## config.mk

```make
export PLATFORM = sky130hd
export DESIGN_NAME = snn_mode_sequencer
export DESIGN_NICKNAME = d
export VERILOG_FILES = /design/src/rtl/snn_pkg.sv /design/src/rtl/snn_readout_pipe.sv /design/src/rtl/snn_mode_sequencer.sv
export SDC_FILE = /design/constraint.sdc
export NUM_CORES = 1
export LEC_CHECK = 0
export CAP_MARGIN = 20
export CORE_ASPECT_RATIO = 1.5
export CORE_MARGIN = 3
export CORE_UTILIZATION = 50
export CTS_CLUSTER_SIZE = 12
export DETAILED_ROUTE_END_ITERATION = 7
export DONT_BUFFER_PORTS = 1
export PLACE_DENSITY = 0.7
export SYNTH_ARGS = -nofsm -noshare
export SYNTH_HDL_FRONTEND = slang
export SYNTH_HIERARCHICAL = 1
export SYNTH_SLANG_ARGS = --single-unit
```

## constraint.sdc

```tcl
create_clock -name clk -period 2.74 [get_ports clk]
set_clock_uncertainty 0.2 [all_clocks]
set_input_delay 0.685 -clock clk [delete_from_list [all_inputs] [get_ports clk]]
set_output_delay 0.685 -clock clk [all_outputs]
set_load 0.05 [all_outputs]
```

## src/rtl/snn_pkg.sv

```systemverilog
// Shared types and defaults for the SNN mode sequencer and its readout pipe.
package snn_pkg;

  localparam int IMG_WORDS_DEFAULT  = 25;
  localparam int INIT_WORDS_DEFAULT = 1024;
  localparam int N_NEURON_DEFAULT   = 10;

  localparam logic [1:0] MODE_INFER = 2'd0;
  localparam logic [1:0] MODE_STO   = 2'd1;
  localparam logic [1:0] MODE_TRAIN = 2'd2;

  typedef enum logic [2:0] {
    S_IDLE,
    S_INIT,
    S_IMG,
    S_LABEL,
    S_START,
    S_RUN,
    S_READ,
    S_DONE
  } seq_state_t;

endpackage

```

## src/rtl/snn_readout_pipe.sv

```systemverilog
// Neuron-voltage readout: issues read addresses and returns each voltage one
// cycle later as an output beat, holding any in-flight beat across pause.
module snn_readout_pipe
  import snn_pkg::*;
#(
  parameter int N_NEURON = N_NEURON_DEFAULT,
  parameter int NA_W     = 4
) (
  input  logic            clk,
  input  logic            resetn,
  input  logic            active,
  input  logic            pause,
  input  logic [13:0]     core_rd_data,
  output logic [NA_W-1:0] core_rd_addr,
  output logic            output_valid,
  output logic [13:0]     neuron_voltages,
  output logic            last_beat
);

  localparam int            IW      = NA_W + 1;
  localparam logic [IW-1:0] IDX_END = IW'(N_NEURON);

  logic [IW-1:0] idx;
  logic [IW-1:0] idx_prev;
  logic          pend;
  logic [13:0]   hold_q;
  logic          issue;
  logic          consume;

  // While a beat is pending but nothing new issues, keep its address on the
  // bus so the core keeps returning the same word until it is consumed.
  always_comb begin
    issue           = active && !pause && (idx < IDX_END);
    consume         = pend && !pause;
    idx_prev        = idx - IW'(1);
    core_rd_addr    = (pend && !issue) ? idx_prev[NA_W-1:0] : idx[NA_W-1:0];
    output_valid    = consume;
    neuron_voltages = consume ? core_rd_data : hold_q;
    last_beat       = consume && (idx == IDX_END);
  end

  always_ff @(posedge clk or negedge resetn) begin
    if (!resetn) begin
      idx    <= '0;
      pend   <= 1'b0;
      hold_q <= '0;
    end else begin
      if (!active) begin
        idx  <= '0;
        pend <= 1'b0;
      end else begin
        if (issue) begin
          idx <= idx + IW'(1);
        end
        if (issue) begin
          pend <= 1'b1;
        end else if (consume) begin
          pend <= 1'b0;
        end
      end
      if (consume) begin
        hold_q <= core_rd_data;
      end
    end
  end

endmodule

```

## src/rtl/snn_mode_sequencer.sv

```systemverilog
// Central controller between the pad ring and the SNN core: decodes mode
// commands and sequences init streaming, image/label fetch, run and readout.
module snn_mode_sequencer
  import snn_pkg::*;
#(
  parameter int IMG_WORDS  = IMG_WORDS_DEFAULT,
  parameter int INIT_WORDS = INIT_WORDS_DEFAULT,
  parameter int N_NEURON   = N_NEURON_DEFAULT,
  parameter int IA_W       = 10,
  parameter int MA_W       = 5,
  parameter int NA_W       = 4
) (
  input  logic            clk,
  input  logic            resetn,
  input  logic            initialize,
  input  logic            train,
  input  logic            infer,
  input  logic            sto_infer,
  input  logic            pause,
  input  logic            input_valid,
  input  logic [31:0]     image,
  input  logic [13:0]     init_val,
  input  logic [3:0]      label0,
  output logic            img_request,
  output logic            label_request,
  output logic            init_fin,
  output logic            output_valid,
  output logic [13:0]     neuron_voltages,
  output logic            core_init_we,
  output logic [IA_W-1:0] core_init_addr,
  output logic [13:0]     core_init_data,
  output logic            core_img_we,
  output logic [MA_W-1:0] core_img_addr,
  output logic [31:0]     core_img_data,
  output logic [3:0]      core_label,
  output logic [1:0]      core_mode,
  output logic            core_start,
  input  logic            core_done,
  output logic [NA_W-1:0] core_rd_addr,
  input  logic [13:0]     core_rd_data
);

  localparam logic [IA_W-1:0] INIT_LAST = IA_W'(INIT_WORDS - 1);
  localparam logic [MA_W-1:0] IMG_LAST  = MA_W'(IMG_WORDS - 1);

  seq_state_t      state;
  seq_state_t      state_nx;
  logic [IA_W-1:0] init_cnt;
  logic [MA_W-1:0] img_cnt;
  logic            done_seen;
  logic            cmd_any;
  logic            cmd_take;
  logic [1:0]      cmd_mode;
  logic            init_wr;
  logic            img_wr;
  logic            label_take;
  logic            run_exit;
  logic            read_last;

  always_comb begin
    cmd_any        = initialize || train || sto_infer || infer;
    cmd_take       = (state == S_IDLE) && !pause && cmd_any;
    cmd_mode       = train ? MODE_TRAIN : (sto_infer ? MODE_STO : MODE_INFER);
    init_wr        = (state == S_INIT) && !pause && input_valid;
    img_request    = (state == S_IMG) && !pause;
    img_wr         = img_request && input_valid;
    label_request  = (state == S_LABEL) && !pause;
    label_take     = label_request && input_valid;
    core_start     = (state == S_START) && !pause;
    run_exit       = (state == S_RUN) && !pause && (done_seen || core_done);
    core_init_we   = init_wr;
    core_init_addr = init_cnt;
    core_init_data = init_wr ? init_val : '0;
    core_img_we    = img_wr;
    core_img_addr  = img_cnt;
    core_img_data  = img_wr ? image : '0;

    state_nx = state;
    if (!pause) begin
      case (state)
        S_IDLE:  if (initialize) state_nx = S_INIT;
                 else if (cmd_any) state_nx = S_IMG;
        S_INIT:  if (init_wr && (init_cnt == INIT_LAST)) state_nx = S_IDLE;
        S_IMG:   if (img_wr && (img_cnt == IMG_LAST))
                   state_nx = (core_mode == MODE_TRAIN) ? S_LABEL : S_START;
        S_LABEL: if (label_take) state_nx = S_START;
        S_START: state_nx = S_RUN;
        S_RUN:   if (run_exit) state_nx = S_READ;
        S_READ:  if (read_last) state_nx = S_DONE;
        S_DONE:  state_nx = S_IDLE;
        default: state_nx = S_IDLE;
      endcase
    end
  end

  always_ff @(posedge clk or negedge resetn) begin
    if (!resetn) begin
      state <= S_IDLE;
    end else begin
      state <= state_nx;
    end
  end

  // Counters return to zero on their terminal write, so they never wrap and
  // the address buses sit at zero between transfers.
  always_ff @(posedge clk or negedge resetn) begin
    if (!resetn) begin
      init_cnt   <= '0;
      img_cnt    <= '0;
      init_fin   <= 1'b0;
      core_mode  <= MODE_INFER;
      core_label <= '0;
      done_seen  <= 1'b0;
    end else begin
      if (cmd_take) begin
        init_cnt <= '0;
        img_cnt  <= '0;
        if (initialize) begin
          init_fin <= 1'b0;
        end else begin
          core_mode <= cmd_mode;
        end
      end
      if (init_wr) begin
        if (init_cnt == INIT_LAST) begin
          init_cnt <= '0;
          init_fin <= 1'b1;
        end else begin
          init_cnt <= init_cnt + IA_W'(1);
        end
      end
      if (img_wr) begin
        img_cnt <= (img_cnt == IMG_LAST) ? '0 : img_cnt + MA_W'(1);
      end
      if (label_take) begin
        core_label <= label0;
      end
      done_seen <= (state == S_RUN) && !run_exit && (done_seen || core_done);
    end
  end

  snn_readout_pipe #(
    .N_NEURON (N_NEURON),
    .NA_W     (NA_W)
  ) u_readout (
    .clk             (clk),
    .resetn          (resetn),
    .active          (state == S_READ),
    .pause           (pause),
    .core_rd_data    (core_rd_data),
    .core_rd_addr    (core_rd_addr),
    .output_valid    (output_valid),
    .neuron_voltages (neuron_voltages),
    .last_beat       (read_last)
  );

endmodule

```

==> impl_summary.txt, run 1 <==
----------------------------------------------------
[Finish]
  Signed area change from the synthesized netlist to the final layout ... 38.2%
  Sequential standard cell area ... 1150 um2
  Fill cell count ... about 400
  Share of cells above drive strength 1 ... 43.1%
  Non-filler cells, final ... a little over 400
  Number of nets at the end of the flow ... ~420
  Post-layout util ... between 70% and 80%
  Area occupied by multi-input gates ... 1650 um2
  # diodes ... 0

[Floorplanning]
  Initial core utilization ... 52.6%
  Die area ... around 6400 um2
  CORE AREA ... between 5000 and 6000 um2
  Die boundary height ... roughly 97 um
  Ports ... 165
  Standard-cell row count ... 32
  Die width ... 66.4 um

[Synthesis]
  Synthesized instance count ... roughly 290
  Most used flip-flop cell after synthesis ... sky130_fd_sc_hd__dfrtp_1
  Commonest cells in the netlist ... sky130_fd_sc_hd__dfrtp_1, sky130_fd_sc_hd__and2_1, sky130_fd_sc_hd__nand2_1
  Share of Yosys cell area claimed by the top area cell type ... between 40% and 50%
  Post-Syn Nets ... 367
  Number of flip-flops and latches in the synthesized netlist ... 46
  Mean instance size in the synthesized netlist ... 9.51 um2
  Most area-consuming cells after synthesis ... sky130_fd_sc_hd__dfrtp_1, sky130_fd_sc_hd__mux2_2, sky130_fd_sc_hd__and2_1, sky130_fd_sc_hd__o21ai_0, sky130_fd_sc_hd__and3_1
  Most frequent cell after synthesis ... sky130_fd_sc_hd__dfrtp_1
  Number of enable-type register cells in the synthesized netlist ... 0
  Unique masters post-synth ... 49
  Async set-reset flop share out of synthesis ... 100%
  Summed instance area of the synthesized netlist ... 2740 um2
  Count of yosys warnings during synthesis ... 6
  Largest area contributor in the netlist ... sky130_fd_sc_hd__dfrtp_1
  Sequential fraction of the synthesis area ... a little over two fifths

[Clocking]
  Clk slew on worst S/H paths ... around 0.090 ns
  Clock tree root buffer cell ... sky130_fd_sc_hd__clkbuf_8
  Clock buffer count from CTS ... 5
  CTS tree ... built
  Max Buffers Root-to-Sink ... 2
  Number of clock sinks ... between 40 and 50
  CTS H-tree lvls ... 2
  Skew-Pair Late Insertion Delay ... 0.30 ns

[Routing]
  Antenna-violating nets left ... 0
  Remaining DRCs ... 0
  Total vias in the final route ... between 2k and 2.5k
  Violation count after the first detailed-route iteration ... 120
  DRT Pass-1 Iters ... 5
  Mean routed wirelength per cell ... 17.8 um
  Wirelength, routed ... roughly 7.3 mm
  Post-detailed-route via-to-cell ratio ... about 5.8

[Job]
  Max-cap viol count ... 0

[Timing]
  Unrepaired setup endpoints after global routing ... yes
  Max Clk Rate ... 370 MHz
  Min Clock Period, post-route ... 2.70 ns
  Slew headroom ... roughly 64%
  Final hold violation count ... 0
  Number of setup violations in the final report ... 0
  Final count of pins violating max slew ... 0
  Final critical-path share of the clock period ... 98.5%
  Pin slew with the least headroom to its limit ... between 0.5 and 0.6 ns

[Global route]
  GRT Resource Usage Total ... a little under a quarter
  GRT Residual Overflow ... 0
  Largest net degree at the start of global routing ... between 40 and 50
  Number of antenna violations at the first check in global routing ... 0
  Wire length of the first global-routing pass ... 11.8 mm
  Via count of the first global-routing pass ... about 2.4k

[Worst setup path]
  Minimum setup slack among reg-to-reg paths ... 0.42 ns
  First element of the critical path ... state[0]
  Data required time of the worst path ... approximately 1.9 ns
  R2r worst-path depth ... 6
  Worst EP arrival ... 1.81 ns
  Maximum fanout count along the critical path ... 3
  Kind of cell with the highest combined delay on the critical path ... simple AND/OR/NAND/NOR gates
  Critical-path cell with the highest stage delay ... sky130_fd_sc_hd__or3b_4
  Type of element capturing the critical path ... primary output
  Endpoint of the lowest-slack register-to-register path ... core_mode[1]
  Worst setup path category ... flop to primary output
  Delay of the slowest critical-path stage ... 0.42 ns
  Category of the worst setup path launch point ... flop
  Critical R2R Launch ... state[2]
  Buffers & Inverters on Critical Path ... 0
  Cell breakdown of the critical path ... nand2b_4, nor2_4, or3b_4, nand4_1, xnor2_4

[Place]
  Half-perimeter wire length after detailed placement ... about 5.7 mm
  Routability congestion estimate ... slightly below 0.9
  Number of cells after detailed placement ... approximately 400
  Count of buffers from port buffering ... 0

[Min path]
  Hold Path Class ... primary input to async pin

[Status]
  Run status ... finished clean

[Pwr]
  Final Total Pwr ... roughly 3300 uW
  Power per unit of standard cell area ... approximately 860 nW/um2
  Highest ir drop seen on vdd ... 0.749 mV
  Leak Pwr ... roughly 0.0017 uW

----------------------------------------------------
area by class of cell:
type	instances	area share (%)
well taps	68	2.25
flip-flops and latches	46	30.5
repair buffers	59	20.3
clock buffers	5	1.82
inverters	9	0.893
clock inverters	3	0.662
multi-input cells	221	43.6
how the worst max path moves through the flow:
stage                                  end  slack (ns)  cells past startpoint
final                      core_rd_addr[3]        0.04                      5
after global routing       core_rd_addr[3]       -0.05                      5
after CTS                  core_rd_addr[3]       0.005                      5
after detailed placement  core_img_data[1]        0.11                      5
after global placement    core_img_data[0]        0.14                      5
after floorplan                 core_start       -0.30                      2
through the flow:
step / area, um2 / setup WS (ns) / hold WS (ns) / setup TNS (ns)
5_1_grt: 3780 / -0.0454 / 0.0245 / -0.103
3_3_place_gp: 3550 / 0.140 / 0.190 / 0
4_1_cts: 3730 / 0.00527 / 0.0232 / 0
2_1_floorplan: 2840 / -0.304 / 0.189 / -0.475
6_report: 3780 / 0.0404 / 0.0194 / 0
3_5_place_dp: 3550 / 0.113 / 0.190 / 0
report_power, final:
part | internal, uW | total, uW | leakage [uW] | switching (uW)
registers | 869 | 1120 | 0.000597 | 248
logic | 550 | 1710 | 0.00107 | 1160
clock network | 184 | 430 | 0.0000447 | 245
logic make-up (layout without fill, tap and decap cells):
group,Yosys count,after routing,share of synthesized area (%)
AOI/OAI and AO/OA,49,49,11.5
buffers and inverters,21,76,3.75
adders and majority gates,6,6,2.74
muxes,24,24,9.74
xor gates and xnor gates,4,4,1.28
DFF,46,46,42.0
and+or+nand+nor,138,138,29.0
routing by layer:
layer | part of all wire [%] | up-vias | routed length [um] | track usage, %
li1 | - | 1119 | - | -
met1 | 33 | 1144 | 2380 | 23.8
met2 | 58 | 117 | 4260 | 44.0
met3 | 8.4 | 10 | 614 | 5.23
met4 | 0.97 | 0 | 71 | 5.63
met5 | 0 | - | 0 | 0
sequential cells by signal, indices dropped and copies added (netlist names):
name	flops
core_img_addr	5
core_init_addr	10
core_label	4
core_mode	2
done_seen	1
init_fin	1
state	3
u_readout/hold_q	14
u_readout/idx	5
u_readout/pend	1
worst reg2reg max path, cell delays in order (launching register included):
cell,delay (ns)
sky130_fd_sc_hd__dfrtp_1,0.41
sky130_fd_sc_hd__buf_4,0.15
sky130_fd_sc_hd__buf_4,0.16
sky130_fd_sc_hd__or2_1,0.29
sky130_fd_sc_hd__or4_4,0.54
sky130_fd_sc_hd__nor2_2,0.13
sky130_fd_sc_hd__mux2_2,0.34
repair_timing:
item	in CTS	in global routing
setup endpoints to repair	4	7
cloned	0	1
hold buffers	1	0
buffers inserted	2	0
gates resized for setup	8	8
pin swaps	2	4
endpoints found under the hold margin	46	0
placed cells by master, fill, tap and decap left out, types with 15 or more instances in the layout:
| cell type | Yosys | final |
|---|---|---|
| sky130_fd_sc_hd__nand2_1 | 23 | 23 |
| sky130_fd_sc_hd__nor2_1 | 17 | 16 |
| sky130_fd_sc_hd__mux2_2 | 21 | 21 |
| sky130_fd_sc_hd__buf_12 | 0 | 23 |
| sky130_fd_sc_hd__dfrtp_1 | 46 | 44 |
| sky130_fd_sc_hd__and2_4 | 0 | 24 |
| sky130_fd_sc_hd__buf_4 | 2 | 34 |
| sky130_fd_sc_hd__o21ai_0 | 19 | 19 |
| sky130_fd_sc_hd__and3_1 | 15 | 15 |
Power figures use the tool's default switching activity.
==> run 2: changes to the inputs <==
Settings changed: SKIP_LAST_GASP set to 1.
==> run 2 against run 1 <==
  * Flip-flop and latch count did not move
  * Die area did not move
  * Highest routed layer unchanged
  * Cell area fell by 0.17%
  * First-iteration DRC count fell by 2.5%
  * Via count fell by 0.50%
  * Register-to-register slack barely moved
  * Fmax fell by 0.30%
  * Utilization fell by 0.12 points
  * Routed wire length fell by 1.0%
  * Worst hold slack barely moved
  * Sequential power barely moved
  * Largest power group unchanged
  * Count of clock-buffer cells in the layout did not move
==> impl_summary.txt, run 2 (same netlist as run 1, synthesis figures left out) <==
----------------------------------------------------
[Clocking]
  Number of clock sinks ... 46 (unchanged)
  CTS tree ... built
  Max Buffers Root-to-Sink ... 2 (unchanged)
  CTS H-tree lvls ... 2 (unchanged)
  Clock tree root buffer cell ... sky130_fd_sc_hd__clkbuf_8
  Skew-Pair Late Insertion Delay ... 0.30 ns (about the same)
  Clock buffer count from CTS ... 5 (unchanged)
  Clk slew on worst S/H paths ... 0.09 ns (about the same)

[Finish]
  Signed area change from the synthesized netlist to the final layout ... 37.9%
  Max reg flops ... 14 (unchanged)
  Number of nets at the end of the flow ... 421 (unchanged)
  Share of cells above drive strength 1 ... 42.6% (-0.58 points)
  # diodes ... 0 (unchanged)
  Most frequent cells in the layout ... sky130_fd_sc_hd__dfrtp_1, sky130_fd_sc_hd__buf_4, sky130_fd_sc_hd__nand2_1, sky130_fd_sc_hd__and2_4, sky130_fd_sc_hd__buf_12
  Most common library cell in the layout ignoring fill and taps ... sky130_fd_sc_hd__dfrtp_1
  Fill cell count ... 396 (+0.25%)
  Register containing the most flip-flops in the final layout ... u_readout/hold_q

[Worst setup path]
  Worst setup path category ... flop to primary output
  Endpoint of the lowest-slack register-to-register path ... core_mode[1]
  Category of the worst setup path launch point ... flop
  Maximum fanout count along the critical path ... 19 (+16)
  Type of element capturing the critical path ... primary output
  Data required time of the worst path ... 1.86 ns (about the same)
  Minimum setup slack among reg-to-reg paths ... 0.42 ns (about the same)
  R2r worst-path depth ... 6 (unchanged)
  Critical R2R Launch ... state[2]
  Worst EP arrival ... 1.82 ns (about the same)

[Floorplanning]
  Die width ... 66.4 um (unchanged)
  Die boundary height ... 96.6 um (unchanged)
  Initial core utilization ... 52.6% (unchanged)
  Die area ... 6420 um2 (unchanged)
  Standard-cell row count ... 32 (unchanged)
  Ports ... 165 (unchanged)
  CORE AREA ... 5200 um2 (unchanged)

[Min path]
  Hold Path Class ... primary input to async pin

[Routing]
  Total vias in the final route ... 2,378 (-0.50%)
  DRT Pass-1 Iters ... 5 (unchanged)
  Violation count after the first detailed-route iteration ... 117 (-2.5%)
  Wirelength, routed ... 7.25 mm (-1.0%)
  Post-detailed-route via-to-cell ratio ... 5.79 (-0.50%)
  Antenna-violating nets left ... 0 (unchanged)
  Remaining DRCs ... 0 (unchanged)
  Mean routed wirelength per cell ... 17.6 um (-1.0%)

[Status]
  Run status ... finished clean

[Pwr]
  Psw ... 1650 uW (-0.23%)
  Final Total Pwr ... 3250 uW (-0.17%)
  Cell-internal power ... 1600 uW (-0.11%)
  Power share of the clock group ... 13.2% (about the same)
  Power per unit of standard cell area ... 860 nW/um2 (about the same)
  Sequential share of power ... 34.4% (about the same)
  Leak Pwr ... 0.00171 uW (about the same)
  Combinational power share ... 52.4% (about the same)
  Sw Ratio ... 50.7% (about the same)
  Highest ir drop seen on vdd ... 0.749 mV (about the same)

[Timing]
  Max Clk Rate ... 369 MHz (-0.30%)
  Final setup TNS ... 0 ns (unchanged)
  Number of setup violations in the final report ... 0 (unchanged)
  Min Clock Period, post-route ... 2.71 ns (+0.00820 ns)
  Final hold violation count ... 0 (unchanged)
  Slew headroom ... 63.9% (+0.095 points)
  Final count of pins violating max slew ... 0 (unchanged)
  Crit path setup slack, layout ... 0.0322 ns (-0.00820 ns)
  Unrepaired setup endpoints after global routing ... yes
  Pin slew with the least headroom to its limit ... 0.536 ns (-0.00141 ns)
  Final critical-path share of the clock period ... 98.8% (+0.30 points)

[Global route]
  Wire length of the first global-routing pass ... 11.8 mm (unchanged)
  Largest net degree at the start of global routing ... 47 (unchanged)
  Number of antenna violations at the first check in global routing ... 0 (unchanged)
  GRT Resource Usage Total ... 22.9% (unchanged)
  Via count of the first global-routing pass ... 2,445 (unchanged)
  GRT Residual Overflow ... 0 (unchanged)

[Place]
  Half-perimeter wire length after detailed placement ... 5.67 mm (unchanged)
  Count of buffers from port buffering ... 0 (unchanged)
  Post-Place Setup Slack ... 0.113 ns (unchanged)
  Routability congestion estimate ... 0.894 (unchanged)

[Job]
  Max-cap viol count ... 0 (unchanged)

----------------------------------------------------
run 2: per-layer routing:
metal  part of all wire [%]  vias to the layer above  GRT usage (%)
met4                   0.99                        0           5.63
met5                      0                        -              0
li1                       -                     1123              -
met3                    8.5                       10           5.23
met1                     32                     1130           23.8
met2                     58                      115           44.0
run 2: metrics by stage:
stage          hold WS (ns)  cell area, um2  util, %  instances
4_1_cts              0.0232            3730     71.7        410
5_1_grt              0.0245            3780     72.5        411
6_report             0.0194            3780     72.5        411
3_3_place_gp          0.190            3550     68.2        399
3_5_place_dp          0.190            3550     68.2        399
2_1_floorplan         0.189            2840        -        288
run 2: what timing repair did:
action | CTS | global route
pin swaps | 2 | 3
buffers inserted | 2 | 0
hold buffers | 1 | 0
setup endpoints to repair | 4 | 7
hold endpoints to repair | 46 | 0
gates resized for setup | 8 | 6
cloned | 0 | 1
run 2: worst max-delay path by stage:
stage / start / to / slack (ns) / depth (start not counted)
4_1_cts: state[0] / core_rd_addr[3] / 0.005 / 5
3_5_place_dp: pause / core_img_data[1] / 0.11 / 5
2_1_floorplan: state[1] / core_start / -0.30 / 2
5_1_grt: state[0] / core_rd_addr[1] / -0.05 / 6
6_report: state[2] / core_img_data[0] / 0.03 / 5
3_3_place_gp: pause / core_img_data[0] / 0.14 / 5
run 2: cell type report:
class,instances,area (um2),area share [%]
Tap cell,68,85.1,2.25
Sequential cell,46,1150,30.6
Timing Repair Buffer,59,768,20.3
Clock buffer,5,68.8,1.82
Multi-Input combinational cell,221,1640,43.5
Clock inverter,3,25.0,0.663
Inverter,9,33.8,0.895
run 2: worst max-delay path, stage by stage, from the launching register on:
cell and delay, ns:
sky130_fd_sc_hd__dfrtp_1 0.41, sky130_fd_sc_hd__or3b_4 0.45, sky130_fd_sc_hd__nor2_4 0.19, sky130_fd_sc_hd__buf_12 0.16, sky130_fd_sc_hd__and2_1 0.17, sky130_fd_sc_hd__buf_12 0.14
run 2: power groups by stage:
stage          combinational [uW]  sequential [uW]  clock (uW)
6_report                     1700             1120         428
5_1_grt                      1830             1140         470
4_1_cts                      1700             1120         445
3_5_place_dp                 1630             1130           0
3_3_place_gp                 1610             1120           0
2_1_floorplan                1210             1180           0
